### config.mk
export PLATFORM = sky130hd
export DESIGN_NAME = mantis_sprite_addr_gen
export DESIGN_NICKNAME = d
export VERILOG_FILES = /design/src/rtl/mantis_sprite_pkg.sv /design/src/rtl/mantis_anim_fsm.sv /design/src/rtl/mantis_sprite_addr_gen.sv
export SDC_FILE = /design/constraint.sdc
export NUM_CORES = 1
export LEC_CHECK = 0
export CELL_PAD_IN_SITES_DETAIL_PLACEMENT = 1
export CELL_PAD_IN_SITES_GLOBAL_PLACEMENT = 1
export CORE_AREA = 10 10 114 116
export CTS_BUF_LIST = sky130_fd_sc_hd__clkbuf_8
export DETAILED_ROUTE_END_ITERATION = 8
export DIE_AREA = 0 0 124 126
export GPL_TIMING_DRIVEN = 0
export PLACE_DENSITY_LB_ADDON = 0.1
export SLEW_MARGIN = 20
export SYNTH_ARGS = -nofsm -noshare
export SYNTH_HDL_FRONTEND = slang
export SYNTH_SLANG_ARGS = --single-unit
### constraint.sdc
create_clock -name vga_clk -period 16.1 [get_ports vga_clk]
set_input_delay 4.83 -clock vga_clk [delete_from_list [all_inputs] [get_ports vga_clk]]
set_output_delay 4.83 -clock vga_clk [all_outputs]
set_load 0.005 [all_outputs]
### src/rtl/mantis_sprite_pkg.sv
// Shared types, screen constants and the per-frame ROM base helper for the sprite path.
package mantis_sprite_pkg;

  typedef enum logic {
    IDLE = 1'b0,
    PLAY = 1'b1
  } anim_state_t;

  localparam int unsigned H_ACTIVE  = 640;
  localparam int unsigned V_ACTIVE  = 480;
  localparam int unsigned SPR_W_DEF = 54;
  localparam int unsigned SPR_H_DEF = 160;

  // Frames are packed back-to-back in ROM, so a frame starts at frame*W*H.
  function automatic int unsigned spr_base(input int unsigned frame,
                                           input int unsigned spr_w = SPR_W_DEF,
                                           input int unsigned spr_h = SPR_H_DEF);
    return frame * spr_w * spr_h;
  endfunction

endpackage

### src/rtl/mantis_anim_fsm.sv
// Animation sequencer: holds each frame for FRAME_TICKS vsyncs, loops or ends one-shot.
module mantis_anim_fsm
  import mantis_sprite_pkg::*;
#(
  parameter int unsigned NUM_FRAMES  = 2,
  parameter int unsigned FRAME_TICKS = 8,
  parameter int unsigned FI_W        = 1
) (
  input  logic            clk,
  input  logic            rst_n,
  input  logic            frame_tick,
  input  logic            start,
  input  logic            stop,
  input  logic            loop,
  output logic [FI_W-1:0] frame_idx,
  output logic            busy,
  output logic            done
);

  localparam int unsigned TICK_W = (FRAME_TICKS > 1) ? $clog2(FRAME_TICKS) : 1;
  localparam logic [TICK_W-1:0] TICK_LAST  = TICK_W'(FRAME_TICKS - 1);
  localparam logic [FI_W-1:0]   FRAME_LAST = FI_W'(NUM_FRAMES - 1);

  anim_state_t       state_q, state_d;
  logic [TICK_W-1:0] tick_q, tick_d;
  logic [FI_W-1:0]   frame_q, frame_d;
  logic              loop_q, loop_d;
  logic              done_q, done_d;

  always_ff @(posedge clk or negedge rst_n) begin
    if (!rst_n) begin
      state_q <= IDLE;
      tick_q  <= '0;
      frame_q <= '0;
      loop_q  <= 1'b0;
      done_q  <= 1'b0;
    end else begin
      state_q <= state_d;
      tick_q  <= tick_d;
      frame_q <= frame_d;
      loop_q  <= loop_d;
      done_q  <= done_d;
    end
  end

  // stop beats start, and both swallow any frame_tick landing in the same cycle.
  always_comb begin
    state_d = state_q;
    tick_d  = tick_q;
    frame_d = frame_q;
    loop_d  = loop_q;
    done_d  = 1'b0;
    if (stop) begin
      state_d = IDLE;
      tick_d  = '0;
      frame_d = '0;
    end else if (start) begin
      state_d = PLAY;
      tick_d  = '0;
      frame_d = '0;
      loop_d  = loop;
    end else if (state_q == PLAY && frame_tick) begin
      if (tick_q == TICK_LAST) begin
        tick_d = '0;
        if (frame_q < FRAME_LAST) begin
          frame_d = frame_q + 1'b1;
        end else if (loop_q) begin
          frame_d = '0;
        end else begin
          state_d = IDLE;
          frame_d = '0;
          done_d  = 1'b1;
        end
      end else begin
        tick_d = tick_q + 1'b1;
      end
    end
  end

  assign frame_idx = frame_q;
  assign busy      = (state_q == PLAY);
  assign done      = done_q;

endmodule

### src/rtl/mantis_sprite_addr_gen.sv
// Sprite placement and ROM address generation; position/flip are latched once per vsync.
module mantis_sprite_addr_gen
  import mantis_sprite_pkg::*;
#(
  parameter int unsigned SPR_W       = 54,
  parameter int unsigned SPR_H       = 160,
  parameter int unsigned NUM_FRAMES  = 2,
  parameter int unsigned FRAME_TICKS = 8,
  parameter int unsigned ADDR_W      = 15
) (
  input  logic              vga_clk,
  input  logic              reset_n,
  input  logic [9:0]        DrawX,
  input  logic [9:0]        DrawY,
  input  logic              blank,
  input  logic              vs,
  input  logic [9:0]        pos_x,
  input  logic [9:0]        pos_y,
  input  logic              flip,
  input  logic              anim_start,
  input  logic              anim_loop,
  input  logic              anim_stop,
  output logic [ADDR_W-1:0] rom_address,
  output logic              sprite_hit,
  output logic [((NUM_FRAMES > 1) ? $clog2(NUM_FRAMES) : 1)-1:0] frame_idx,
  output logic              anim_busy,
  output logic              anim_done
);

  localparam int unsigned FI_W = (NUM_FRAMES > 1) ? $clog2(NUM_FRAMES) : 1;

  logic       vs_d_q, vs_d_d;
  logic [9:0] sx_q, sx_d, sy_q, sy_d;
  logic       flip_q, flip_d;
  logic       sprite_hit_q, sprite_hit_d;
  logic       frame_tick;

  logic [10:0] rx, ry, col;
  logic        in_x, in_y, on_screen, hit_c;

  assign frame_tick = vs_d_q & ~vs;

  always_ff @(posedge vga_clk or negedge reset_n) begin
    if (!reset_n) begin
      vs_d_q       <= 1'b1;
      sx_q         <= '0;
      sy_q         <= '0;
      flip_q       <= 1'b0;
      sprite_hit_q <= 1'b0;
    end else begin
      vs_d_q       <= vs_d_d;
      sx_q         <= sx_d;
      sy_q         <= sy_d;
      flip_q       <= flip_d;
      sprite_hit_q <= sprite_hit_d;
    end
  end

  always_comb begin
    vs_d_d       = vs;
    sx_d         = sx_q;
    sy_d         = sy_q;
    flip_d       = flip_q;
    sprite_hit_d = hit_c;
    if (frame_tick) begin
      sx_d   = pos_x;
      sy_d   = pos_y;
      flip_d = flip;
    end
  end

  // rx/ry are 11-bit two's complement; bit 10 set means left of / above the sprite.
  always_comb begin
    rx        = {1'b0, DrawX} - {1'b0, sx_q};
    ry        = {1'b0, DrawY} - {1'b0, sy_q};
    in_x      = ~rx[10] && (rx < 11'(SPR_W));
    in_y      = ~ry[10] && (ry < 11'(SPR_H));
    on_screen = (32'(DrawX) < H_ACTIVE) && (32'(DrawY) < V_ACTIVE);
    // Gating with reset_n keeps the address bus quiet while the block is held in reset.
    hit_c     = reset_n & blank & in_x & in_y & on_screen;
    col       = flip_q ? (11'(SPR_W - 1) - rx) : rx;
    rom_address = '0;
    if (hit_c) begin
      rom_address = ADDR_W'(spr_base(32'(frame_idx), SPR_W, SPR_H)
                            + 32'(ry) * SPR_W + 32'(col));
    end
  end

  assign sprite_hit = sprite_hit_q;

  mantis_anim_fsm #(
    .NUM_FRAMES (NUM_FRAMES),
    .FRAME_TICKS(FRAME_TICKS),
    .FI_W       (FI_W)
  ) u_anim (
    .clk       (vga_clk),
    .rst_n     (reset_n),
    .frame_tick(frame_tick),
    .start     (anim_start),
    .stop      (anim_stop),
    .loop      (anim_loop),
    .frame_idx (frame_idx),
    .busy      (anim_busy),
    .done      (anim_done)
  );

endmodule
After elaboration in Yosys (flattened, before gate mapping)

Index checks and enable logic that the tools add are counted.

Input bits: 48
Flip-flop bits (word level): 30
Output and inout bits: 19
Logic and storage cells: 69

Equality and inequality tests: 3
Multiply operators: 3
Bitwise operators: 9
Order comparisons: 5
Add/subtract/negate cells: 7
Reductions and logical operators: 9
Multiplexer cells: 23

Operators with widths:

| operator                | count |
|---|---|
| $sub A10 B10 Y11        | 2 |
| $mux W1                 | 17 |
| $add A15 B11 Y15        | 1 |
| $add A15 B15 Y15        | 1 |
| $mux W15                | 1 |
| $mul A11 B5 Y14 const B | 1 |
| $mux W3                 | 4 |
| $lt A11 B6 Y1 const B   | 1 |
| $lt A11 B8 Y1 const B   | 1 |
| $mux W11                | 1 |
| $sub A6 B11 Y11 const A | 1 |
| $lt A10 B10 Y1 const B  | 1 |
| $lt A10 B9 Y1 const B   | 1 |
| $mul A6 B3 Y9 const B   | 1 |
| $mul A1 B5 Y6 const B   | 1 |
| $ne A3 B3 Y1 const B    | 2 |
| $reduce_bool A3 Y1      | 2 |
| $and A1 B1 Y1           | 5 |
| $logic_and A1 B1 Y1     | 4 |
| $not A1 Y1              | 4 |
| $reduce_and A2 Y1       | 2 |
| $reduce_and A4 Y1       | 1 |
| $add A3 B1 Y3 const B   | 1 |
| $eq A3 B3 Y1 const B    | 1 |
| 2 further kinds         | 2 |

Logic depth before layout (Yosys ltp)

Depth after elaboration: 7
Mapped depth: 27
Mapped depth without buffers: 26

By module

Synthesis repeated with hierarchy kept, for this count alone.

Cell total of the unflattened synthesis: 519
Area total of the unflattened synthesis: 4,374.2 sq um

Modules (own cells, without submodules):

| module                 | instances | seq. area each (sq um) | area each (sq um) | cells each |
|---|---|---|---|---|
| mantis_sprite_addr_gen | 1         | 576.8                  | 3,980.1           | 486 |
| mantis_anim_fsm        | 1         | 175.2                  | 394.1             | 33 |

Least setup slack after synthesis

Ideal clock, no wire load.

Path kind: input to output
From: input port DrawY[0]
To: output port rom_address[13]
Stages on the path: 24
Buffers on the path: 0
Slack: 1,086 ps
Required time: 11,270 ps
Data arrival time: 10,184 ps
Cells stage by stage: inv_1 > ha_1 > inv_1 > fa_1 > a211o_1 > a211o_1 > and2_4 > o22ai_1 > xnor2_1 > inv_1 > fa_1 > inv_1 > fa_1 > inv_1 > ha_1 > a21o_1 > or2_2 > xor2_1 > ha_1 > nand2_1 > o311ai_0 > o21ai_0 > xor2_1 > nor3_2

Cells in the longest elaborated chain, start to end: 6
Elaborated cells on any way between the ends: 12
Classes of those cells: add/sub (3); mul (1); order compare (2); mux (1); bitwise (3); reduce/logical (2)

Ends and longest elaborated chain:

| item                                                     | line                         | source |
|---|---|---|
| start: declaration                                       | mantis_sprite_addr_gen.sv:14 | `input logic [9:0] DrawY,` |
| branches (longest 5 deep; another with $add A15 B15 Y15) | n/a                          |  |
| $mux W15 *                                               | mantis_sprite_addr_gen.sv:83 | `if (hit_c) begin` |
| end: declaration                                         | mantis_sprite_addr_gen.sv:23 | `output logic [ADDR_W-1:0] rom_address,` |

Mark *: on every way between the ends.

Worst setup path after layout

From: input port DrawY[0]
To: output port rom_address[11]

Same word-level chain as after synthesis.

==> results.py <==
metrics = {
    "die": {
        "dieHeight_um": 126,
        "fp.coreArea_sq_mm": 0.0107,
        "die_area_sq_mm": 0.0156,
        "die_w_um": 124,
        "io_pins": 67,
        "rows": 38,
        "start_util_pct": 42.3,
    },
    "synthesis": {
        "syn_area_sq_mm": 0.00453,
        "post_synth_xor_area_fraction_pct": 8.12,
        "synth_top_family_by_area": "adder cells",
        "async_reset_ff_share_pct": 100,
        "synth_compound_area_share_pct": 17.6,
        "seq_area_frac_synth_pct": 16.6,
        "synth_nets": 698,
        "synth_fa_ha_area_share_pct": 28.4,
        "synth_mux_area_share_pct": 1.49,
        "synthCells": 558,
        "synth.distinct_cells": 60,
        "ys_ff_latch": 30,
        "synthSimpleGateAreaFrac_pct": 20.2,
        "ys.warnings.count": 0,
        "synthFlopType": "dfrtp_1",
        "postSynthAreaPerCell_sq_um": 8.11,
        "synth-edff-count": 0,
    },
    "cts": {
        "cts_root_buf": "clkbuf_8",
        "cts-buffers-inserted": 5,
        "cts.sinks": 30,
        "htree_levels": 2,
        "clkTransAtPathRegs_ns": 0.07,
        "cts.path.max_buffers": 2,
        "clock_latency_ns": 0.30,
        "cts_tree": "done",
    },
    "sta": {
        "finalMaxSlewViolations": 0,
        "setup_violations": 0,
        "period_needed_ns": 15.79,
        "hold_viol": 0,
        "fmax_mhz": 63.3,
        "period_share_pct": 98.1,
        "timing.hold.ws_ns": 0.475,
        "setup_slack_ns": 0.307,
        "finClkSkew_ns": 0.00617,
        "worstMarginPinSlew_ns": 0.710,
        "slew_headroom_pct": 51.4,
    },
    "min_path": {
        "hp-start": "u_anim.loop_q",
        "whs_endpoint": "u_anim.done",
        "min_path_cells": 1,
        "min_path_type": "reg2reg",
    },
    "route": {
        "first_iter_violations": 79,
        "drc_errors": 0,
        "drt-total-wl_mm": 13.0,
        "vias": 4182,
        "routedWlPerCell_um": 16.6,
        "ant_nets": 0,
        "first_pass_iters": 4,
        "via_per_inst": 5.36,
    },
    "grt": {
        "grt_first_pass_wirelength_mm": 21.6,
        "grt_overflow": 0,
        "grt_pass1_vias": 4517,
        "antenna_found_initial": 0,
        "grt_max_degree": 28,
        "grtUsageTotal_pct": 16.7,
    },
    "critical_path": {
        "cpMaxStageDelayCell": "clkdlybuf4s50_1",
        "r2r_setup_slack_ns": 11.77,
        "path_class": "in2out",
        "critPathTopFamily": "adder cells",
        "critPathBufInv": 8,
        "crit_path_frequent_cell": "inv_1",
        "cpPeakStageDelay_ns": 0.56,
        "ff2ff_path_depth": 17,
        "end_kind": "primary output",
        "worst-path-max-fanout": 6,
        "rr_startpoint": "sy_q[1]",
        "cp.required_ns": 11.27,
        "cp-start-kind": "input pin",
        "reg2reg_to": "sprite_hit",
        "worstPathArrival_ns": 10.96,
    },
    "placement": {
        "gp_congestion": 0.844,
        "dp_slack_ns": -0.428,
        "numPortBuffers": 66,
        "placedCellCount": 765,
        "hpwlAfterDp_mm": 10.7,
    },
    "run": {
        "drv_cap": 0,
    },
    "cells_and_area": {
        "final_common_cell": "inv_1",
        "final_cells": 780,
        "drive_above_1_share_pct": 10.8,
        "layout_common_cells": "inv_1 (72), ha_1 (69), clkdlybuf4s50_1 (62)",
        "syn_to_final_growth_pct": 25.6,
        "antenna_cells": 0,
        "nets": 779,
    },
    "run_status": {
        "status": "complete, no violations",
    },
}
-- area by class of cell --
cell class | count | area (sq um)
clock buffers | 6 | 82.6
plain buffers | 13 | 60.1
fillers | 1314 | 5010
well taps | 140 | 175
flip-flops and latches | 30 | 752
clock inverters | 2 | 12.5
inverters | 74 | 278
repair buffers | 76 | 751
multi-input cells | 439 | 3570
-- cells by family (layout without fill, tap and decap cells) --
group | Yosys count | after routing
flip-flops | 30 | 30
AO/OA/AOI/OAI | 123 | 123
buffers and inverters | 89 | 171
adder cells (fa/ha/maj) | 92 | 92
AND/OR/NAND/NOR | 176 | 176
XOR/XNOR | 42 | 42
multiplexers | 6 | 6
-- worst max path at each step --
stage	from	to	slack, ns	depth (start not counted)
after detailed placement	DrawY[0]	rom_address[13]	-0.43	26
after floorplan	DrawY[0]	rom_address[13]	1.09	24
final	DrawY[0]	rom_address[11]	0.31	25
after global placement	DrawY[0]	rom_address[13]	-0.29	26
after CTS	DrawY[0]	rom_address[14]	0.005	26
after global routing	DrawY[0]	rom_address[11]	-0.05	28
-- metal layers --
| layer | GRT usage [%] | vias up | part of all wire (%) |
|---|---|---|---|
| li1 | - | 2093 | - |
| met1 | 20.8 | 2009 | 45 |
| met2 | 29.2 | 65 | 50 |
| met3 | 2.50 | 15 | 3.0 |
| met4 | 4.00 | 0 | 1.7 |
| met5 | 0 | - | 0 |
-- state kept, by name, summed over array words and instances, names as in the netlist --
signal            count
sy_q                 10
u_anim.frame_idx      1
u_anim.tick_q         3
u_anim.done           1
vs_d_q                1
flip_q                1
u_anim.busy           1
sx_q                 10
sprite_hit            1
u_anim.loop_q         1
-- synth_stat cells, drive strengths merged, types with 2 or more instances --
| cell type | number | area (sq um) |
|---|---|---|
| buf | 4 | 25.0 |
| a221oi | 2 | 23.8 |
| o31ai | 2 | 15.0 |
| nand2b | 11 | 68.8 |
| nor2 | 40 | 150 |
| a311oi | 2 | 17.5 |
| dfrtp | 29 | 726 |
| o21ai | 39 | 195 |
| o21a | 9 | 67.6 |
| nor3b | 3 | 22.5 |
| nand3 | 12 | 60.1 |
| ha | 74 | 926 |
| mux2 | 6 | 67.6 |
| a21o | 6 | 45.0 |
| and2 | 3 | 21.3 |
| nor2b | 8 | 50.1 |
| or3b | 2 | 17.5 |
| inv | 74 | 278 |
| or3 | 5 | 31.3 |
| a211o | 3 | 26.3 |
| o221ai | 2 | 17.5 |
| o31a | 2 | 17.5 |
| a2111oi | 3 | 32.5 |
| a211oi | 4 | 30.0 |
| nand2 | 45 | 169 |
| clkbuf | 11 | 42.5 |
| nor4 | 5 | 31.3 |
| a21oi | 28 | 140 |
| o211ai | 8 | 60.1 |
| or2 | 5 | 31.3 |
| fa | 18 | 360 |
| nor3 | 31 | 205 |
| o2111ai | 4 | 35.0 |
| a31oi | 2 | 12.5 |
| xnor2 | 26 | 228 |
| xor2 | 16 | 140 |
-- what timing repair did --
action,4_1_cts,5_1_grt
buffers inserted,0,9
hold buffers,0,0
resized for setup,8,24
pin swaps,0,12
gates cloned,0,0
endpoints found under the setup margin,4,5
-- metrics by stage --
step / TNS (ns) / cell area [sq um] / util, %
4_1_cts: 0 / 5510 / 51.5
2_1_floorplan: 0 / 4530 / -
3_5_place_dp: -0.754 / 5380 / 50.3
3_3_place_gp: -0.413 / 5360 / 50.1
6_report: 0 / 5690 / 53.1
5_1_grt: -0.0774 / 5690 / 53.1
Power is not shown: default switching activity piles up to over one toggle a cycle in this logic, so the estimate is an artifact.
